===== config.mk =====
export PLATFORM = sky130hd
export DESIGN_NAME = mips_muldiv_unit
export DESIGN_NICKNAME = d
export VERILOG_FILES = /design/src/rtl/mips_muldiv_unit.sv
export SDC_FILE = /design/constraint.sdc
export NUM_CORES = 1
export LEC_CHECK = 0
export CAP_MARGIN = 40
export CELL_PAD_IN_SITES_DETAIL_PLACEMENT = 0
export CELL_PAD_IN_SITES_GLOBAL_PLACEMENT = 1
export CORE_ASPECT_RATIO = 0.6
export CORE_MARGIN = 5
export CORE_UTILIZATION = 30
export CTS_BUF_LIST = sky130_fd_sc_hd__clkbuf_4 sky130_fd_sc_hd__clkbuf_8
export CTS_CLUSTER_SIZE = 30
export DETAILED_ROUTE_END_ITERATION = 10
export GPL_ROUTABILITY_DRIVEN = 0
export MAX_ROUTING_LAYER = met4
export PLACE_DENSITY = 0.61
export SYNTH_ARGS = -nofsm -noshare
export SYNTH_HDL_FRONTEND = slang
export SYNTH_SLANG_ARGS = --single-unit

===== constraint.sdc =====
create_clock -name clk -period 5.4 [get_ports clk]
set_input_delay 0.81 -clock clk [delete_from_list [all_inputs] [get_ports clk]]
set_output_delay 0.81 -clock clk [all_outputs]
set_load 0.02 [all_outputs]

===== src/rtl/mips_muldiv_unit.sv =====
// mips_muldiv_unit: iterative multiply/divide unit that sits beside the EX-stage ALU.
// It executes mult, multu, div and divu into the architectural HI/LO registers,
// takes mthi/mtlo writes, and feeds hi/lo to mfhi/mflo.
// One shift-add or restoring shift-subtract step runs per cycle, so every op takes
// a fixed WIDTH+1 edges from the start edge to the done pulse.
// Ports:
//   clk, rst_n           clock, asynchronous active-low reset
//   start, op            request (sampled only when idle); op 00 mult, 01 multu, 10 div, 11 divu
//   rs_val, rt_val       multiplicand/dividend, multiplier/divisor
//   mthi, mtlo, wr_data  direct HI/LO writes, honoured only when idle without start
//   busy                 operation in flight
//   done, div_zero       single-cycle result pulses
//   hi, lo               architectural HI/LO registers
module mips_muldiv_unit #(
    parameter int unsigned WIDTH = 32
) (
    input  logic             clk,
    input  logic             rst_n,
    input  logic             start,
    input  logic [1:0]       op,
    input  logic [WIDTH-1:0] rs_val,
    input  logic [WIDTH-1:0] rt_val,
    input  logic             mthi,
    input  logic             mtlo,
    input  logic [WIDTH-1:0] wr_data,
    output logic             busy,
    output logic             done,
    output logic             div_zero,
    output logic [WIDTH-1:0] hi,
    output logic [WIDTH-1:0] lo
);

    localparam int unsigned CNT_W = $clog2(WIDTH);
    localparam int unsigned PW    = 2 * WIDTH;

    typedef enum logic [1:0] {
        IDLE = 2'd0,
        ITER = 2'd1,
        FIX  = 2'd2
    } state_t;

    state_t             state, state_d;
    logic [CNT_W-1:0]   cnt, cnt_d;
    logic               is_div, is_div_d;
    logic               neg_lo, neg_lo_d;   // negate product (mult) or quotient (div)
    logic               neg_hi, neg_hi_d;   // negate remainder (div only)
    logic               dz, dz_d;
    logic [WIDTH-1:0]   acc_hi, acc_hi_d;
    logic [WIDTH-1:0]   acc_lo, acc_lo_d;
    logic [WIDTH-1:0]   mcand, mcand_d;     // multiplicand or divisor magnitude
    logic               busy_d, done_d, div_zero_d;
    logic [WIDTH-1:0]   hi_d, lo_d;

    // Operand magnitudes; the minimum signed value maps to itself, read as unsigned 2^(WIDTH-1)
    logic               rs_neg, rt_neg;
    logic [WIDTH-1:0]   rs_abs, rt_abs;
    assign rs_neg = ~op[0] & rs_val[WIDTH-1];
    assign rt_neg = ~op[0] & rt_val[WIDTH-1];
    assign rs_abs = rs_neg ? WIDTH'(WIDTH'(0) - rs_val) : rs_val;
    assign rt_abs = rt_neg ? WIDTH'(WIDTH'(0) - rt_val) : rt_val;

    // Multiply step: add multiplicand when multiplier LSB is set, then shift {carry,hi,lo} right
    logic [WIDTH:0]     mul_sum;
    assign mul_sum = {1'b0, acc_hi} + (acc_lo[0] ? {1'b0, mcand} : {(WIDTH+1){1'b0}});

    // Divide step: shift partial remainder left by one dividend bit, subtract divisor if it fits
    logic [WIDTH:0]     rem_sh;
    logic               rem_ge;
    logic [WIDTH-1:0]   rem_diff;
    assign rem_sh   = {acc_hi, acc_lo[WIDTH-1]};
    assign rem_ge   = rem_sh >= {1'b0, mcand};
    assign rem_diff = WIDTH'(rem_sh - {1'b0, mcand});

    // Sign correction applied in FIX
    logic [PW-1:0]      prod_fix;
    logic [WIDTH-1:0]   quo_fix, rem_fix;
    assign prod_fix = neg_lo ? PW'(PW'(0) - {acc_hi, acc_lo}) : {acc_hi, acc_lo};
    assign quo_fix  = neg_lo ? WIDTH'(WIDTH'(0) - acc_lo) : acc_lo;
    assign rem_fix  = neg_hi ? WIDTH'(WIDTH'(0) - acc_hi) : acc_hi;

    // Next-state and datapath control
    always_comb begin
        state_d    = state;
        cnt_d      = cnt;
        is_div_d   = is_div;
        neg_lo_d   = neg_lo;
        neg_hi_d   = neg_hi;
        dz_d       = dz;
        acc_hi_d   = acc_hi;
        acc_lo_d   = acc_lo;
        mcand_d    = mcand;
        busy_d     = busy;
        done_d     = 1'b0;
        div_zero_d = 1'b0;
        hi_d       = hi;
        lo_d       = lo;

        case (state)
            IDLE: begin
                if (start) begin
                    is_div_d = op[1];
                    neg_lo_d = rs_neg ^ rt_neg;
                    neg_hi_d = rs_neg;
                    dz_d     = op[1] && (rt_val == '0);
                    acc_hi_d = '0;
                    acc_lo_d = rs_abs;
                    mcand_d  = rt_abs;
                    cnt_d    = CNT_W'(WIDTH - 1);
                    busy_d   = 1'b1;
                    state_d  = ITER;
                end else begin
                    if (mthi) hi_d = wr_data;
                    if (mtlo) lo_d = wr_data;
                end
            end
            ITER: begin
                if (is_div) begin
                    acc_hi_d = rem_ge ? rem_diff : rem_sh[WIDTH-1:0];
                    acc_lo_d = {acc_lo[WIDTH-2:0], rem_ge};
                end else begin
                    acc_hi_d = mul_sum[WIDTH:1];
                    acc_lo_d = {mul_sum[0], acc_lo[WIDTH-1:1]};
                end
                cnt_d = cnt - CNT_W'(1);
                if (cnt == '0) state_d = FIX;
            end
            FIX: begin
                if (!is_div) begin
                    hi_d = prod_fix[PW-1:WIDTH];
                    lo_d = prod_fix[WIDTH-1:0];
                end else if (!dz) begin
                    hi_d = rem_fix;
                    lo_d = quo_fix;
                end
                div_zero_d = is_div & dz;
                done_d     = 1'b1;
                busy_d     = 1'b0;
                state_d    = IDLE;
            end
            default: begin
                busy_d  = 1'b0;
                state_d = IDLE;
            end
        endcase
    end

    // State, datapath and output registers
    always_ff @(posedge clk or negedge rst_n) begin
        if (!rst_n) begin
            state    <= IDLE;
            cnt      <= '0;
            is_div   <= 1'b0;
            neg_lo   <= 1'b0;
            neg_hi   <= 1'b0;
            dz       <= 1'b0;
            acc_hi   <= '0;
            acc_lo   <= '0;
            mcand    <= '0;
            busy     <= 1'b0;
            done     <= 1'b0;
            div_zero <= 1'b0;
            hi       <= '0;
            lo       <= '0;
        end else begin
            state    <= state_d;
            cnt      <= cnt_d;
            is_div   <= is_div_d;
            neg_lo   <= neg_lo_d;
            neg_hi   <= neg_hi_d;
            dz       <= dz_d;
            acc_hi   <= acc_hi_d;
            acc_lo   <= acc_lo_d;
            mcand    <= mcand_d;
            busy     <= busy_d;
            done     <= done_d;
            div_zero <= div_zero_d;
            hi       <= hi_d;
            lo       <= lo_d;
        end
    end

endmodule


==> flow_summary_export.csv <==
group,metric,value,unit
status,status,"finished clean",
synthesis,yosysTopAreaCellShare,30.26,%
pwr,switching_share,54.10,%
synthesis,ys_seq_area_share,30.26,%
route,firstDrtPassIters,5,
critical_path,crit_top_cell,"nor2_1",
synthesis,synth-edff-count,0,
critical_path,r2r_setup_slack,1000,ps
pwr,vdd_drop_max,270.3,uV
clock_tree,clkSlewWorstSetupHoldPaths,130,ps
clock_tree,hold_buffers,0,
route,drt_iter0_drc,1297,
timing,setup_tns,0,ps
synthesis,synth_common_cells,"nand2_1 (214), o21ai_0 (204), dfrtp_1 (174)",
clock_tree,clk_path_buf_depth,2,
pwr,leakage,7.040,nW
timing,skew,22.62,ps
synthesis,synth.area.mux_share,4.182,%
synthesis,yosysTopAreaCell,"dfrtp_1",
global_route,antenna_found_initial,1,
synthesis,synth.most_common_cell,"nand2_1",
critical_path,critPathKind,"register to register",
timing,fmax,0.2274,GHz
timing,setup_viol,0,
timing,fin_crit,4397,ps
critical_path,path_depth,12,
timing,slew_headroom,35.42,%
pwr,p_comb_share,69.4,%
pwr,p_int,0.005781,W
critical_path,cp.required,5810,ps
synthesis,synth_area,14390,um2
die,ios,170,
hold_path,hold_path_class,"input port to async pin",
pwr,p_per_area,732.9,nW/um2
synthesis,ys.warnings.count,0,
final_layout,drive_gt1_share,4.941,%
critical_path,r2r_end,"acc_hi[26]",
global_route,grt_pass1_wl,85.51,mm
route,routedWlPerCell,22.30,um
synthesis,yosys.area_share.adder,6.365,%
pwr,seqPwrFrac,22.4,%
placement,io_buffers,169,
critical_path,cp-end-kind,"register",
clock_tree,root_buffer,"clkbuf_8",
timing,final-max-slew-violation-count,0,
final_layout,nets,2105,
synthesis,synth_cell_types,86,
timing,setup_ws,1003,ps
placement,hpwl,45.55,mm
final_layout,area_growth,19.43,%
route,drcViolationCount,0,
critical_path,slowest_stage,"inv_1",
die,core-area,47630,um2
pwr,power_switching,0.006814,W
timing,hold_violations,0,
global_route,grt_max_degree,105,
critical_path,crit_family,"compound AO/OA/AOI/OAI gates",
die,die_w,292.7,um
route,detail_route.vias_per_cell,5.482,
critical_path,start_kind,"register",
synthesis,synth_top_family_by_area,"compound AO/OA/AOI/OAI gates",
critical_path,crit_buf_inv,1,
clock_tree,cts_tree,"done",
synthesis,synth_xor_area_share,9.617,%
critical_path,reg2regPathDepth,12,
critical_path,startpoint,"acc_lo[0]",
critical_path,worstReg2RegStart,"acc_lo[0]",
critical_path,worstPathArrival,4810,ps
global_route,track_usage,21.76,%
timing,worstMarginPinSlew,960.5,ps
critical_path,cp_max_fo,20,
clock_tree,post-cts-setup-buffers,0,
global_route,grt_pass1_vias,12969,
clock_tree,cts-resized-gates,0,
run,drv_cap,0,
global_route,overflow,0,
synthesis,async_flop_share,100.0,%
synthesis,synthesis.nets,1987,
clock_tree,cts_sinks,174,
critical_path,cpPeakStageDelay,690,ps
clock_tree,numCtsBuffers,17,
timing,rsz0062_at_grt,"no",
timing,min_period_over_period,81.43,%
pwr,clockPowerShare,8.2,%
critical_path,crit_chain,"inv_1 -> nor2_1 -> ha_1 -> nand4_1 -> nor4_1 -> nor2_1 -> a21oi_1 -> a41oi_1 -> o21bai_1 -> o21a_1 -> o21ai_0 -> a32o_1",
synthesis,yosys_most_used_dff,"dfrtp_1",
placement,post-place-ws,1126,ps
clock_tree,clk_latency,520,ps
die,rows,62,
synthesis,ys_seq_elements,174,
route,dr_total_vias,14176,
die,die_h,179.6,um
synthesis,synthCells,1812,
die,die-area,52590,um2
synthesis,avgSynthCellArea,7.942,um2
synthesis,yosys.area_share.simple,19.16,%
synthesis,ys_top_cells_by_area,"dfrtp_1 (30%), o21ai_0 (7.1%), ha_1 (6.1%)",
die,start_util,30.21,%
route,antenna_left,0,
clock_tree,h-tree-depth,4,
synthesis,synth_compound_area_share,25.55,%
route,drt_wl_total,57.68,mm
final_layout,num-fill-cells,5050,
critical_path,crit_end,"acc_hi[26]",
-- layer usage --
layer	routed length [um]	vias to the layer above	track usage, %
li1	-	6761	-
met1	30940	6884	35.70
met2	21630	496	26.61
met3	4553	35	5.094
met4	553	0	3.065
met5	0	-	-
-- cells in the final DEF, fill, tap and decap left out, types with 6 or more instances in the layout --
cell type,n
nand2_1,213
o21ai_0,204
dfrtp_1,173
clkdlybuf4s50_1,168
nor2_1,158
a21oi_1,124
xnor2_1,95
inv_1,71
ha_1,70
xor2_1,63
mux2i_1,59
nor3_1,39
o211ai_1,37
o31ai_1,33
a21o_1,33
nand3_1,32
or3_1,28
buf_4,25
a31oi_1,23
a211oi_1,21
clkbuf_8,17
nand2b_1,15
nor4_1,14
nor2b_1,14
nand4_1,13
and2_1,11
o21a_1,11
o221ai_1,11
and3_1,10
a221oi_1,9
o21bai_1,9
a22oi_1,9
o41ai_1,7
nand3b_1,6
o22ai_1,6
-- power by group through the flow --
stage	sequential [W]	clock (W)	combinational, W
after floorplan	0.00280	0	0.00544
after global routing	0.00291	0.00111	0.00946
after CTS	0.00280	0.00107	0.00858
final	0.00282	0.00104	0.00874
after detailed placement	0.00283	0	0.00854
after global placement	0.00281	0	0.00856
-- cells by family (layout without fill, tap and decap cells) --
| family | Yosys count | after routing |
|---|---|---|
| AO/OA/AOI/OAI | 586 | 586 |
| multiplexers | 60 | 60 |
| XOR/XNOR | 158 | 158 |
| adder cells (fa/ha/maj) | 72 | 72 |
| other | 0 | 3 |
| buffers and inverters | 172 | 303 |
| AND/OR/NAND/NOR | 590 | 590 |
| flip-flops | 174 | 174 |
-- worst min path at each step --
| stage | startpoint | endpoint | slack (ps) | depth (start not counted) |
|---|---|---|---|---|
| after CTS | rst_n | lo[16] | 320 | 1 |
| after detailed placement | lo[8] | lo[8] | 460 | 1 |
| after global placement | hi[22] | hi[22] | 460 | 2 |
| after floorplan | mcand[10] | mcand[10] | 450 | 2 |
| final | rst_n | lo[16] | 290 | 1 |
| after global routing | rst_n | hi[22] | 350 | 1 |
-- through the flow --
step | hold WS [ps] | util [%] | area (um2) | power (W) | cells
5_1_grt | 346.2 | 36.07 | 17180 | 0.01347 | 2584
6_report | 294.8 | 36.08 | 17190 | 0.01260 | 2586
2_1_floorplan | 449.8 | - | 14390 | 0.008236 | 1812
3_5_place_dp | 464.9 | 35.17 | 16750 | 0.01136 | 2551
4_1_cts | 323.6 | 36.07 | 17180 | 0.01245 | 2583
3_3_place_gp | 460.9 | 35.07 | 16700 | 0.01137 | 2548
-- cell type report --
| type | count | area [um2] | share of cell area, % |
|---|---|---|---|
| Antenna cell | 3 | 7.507 | 0.04368 |
| Clock buffer | 17 | 234.0 | 1.361 |
| Clock inverter | 15 | 192.7 | 1.121 |
| Inverter | 72 | 270.3 | 1.573 |
| Multi-Input combinational cell | 1466 | 9355 | 54.43 |
| Sequential cell | 174 | 4355 | 25.34 |
| Tap cell | 640 | 800.8 | 4.659 |
| Timing Repair Buffer | 199 | 1971 | 11.47 |
-- worst reg2reg max path: stages (launching register included) --
cell	delay, ps
dfrtp_1	500
inv_1	690
nor2_1	220
ha_1	430
nand4_1	160
nor4_1	310
nor2_1	110
a21oi_1	290
a41oi_1	430
o21bai_1	630
o21a_1	210
o21ai_0	70
a32o_1	270
-- flip-flops by register name (all words and copies together), names as in the netlist --
name / flops
lo: 32
div_zero: 1
acc_lo: 32
neg_lo: 1
dz: 1
mcand: 32
neg_hi: 1
acc_hi: 32
hi: 32
state: 2
is_div: 1
busy: 1
cnt: 5
done: 1
(Power assumes the default switching activity.)
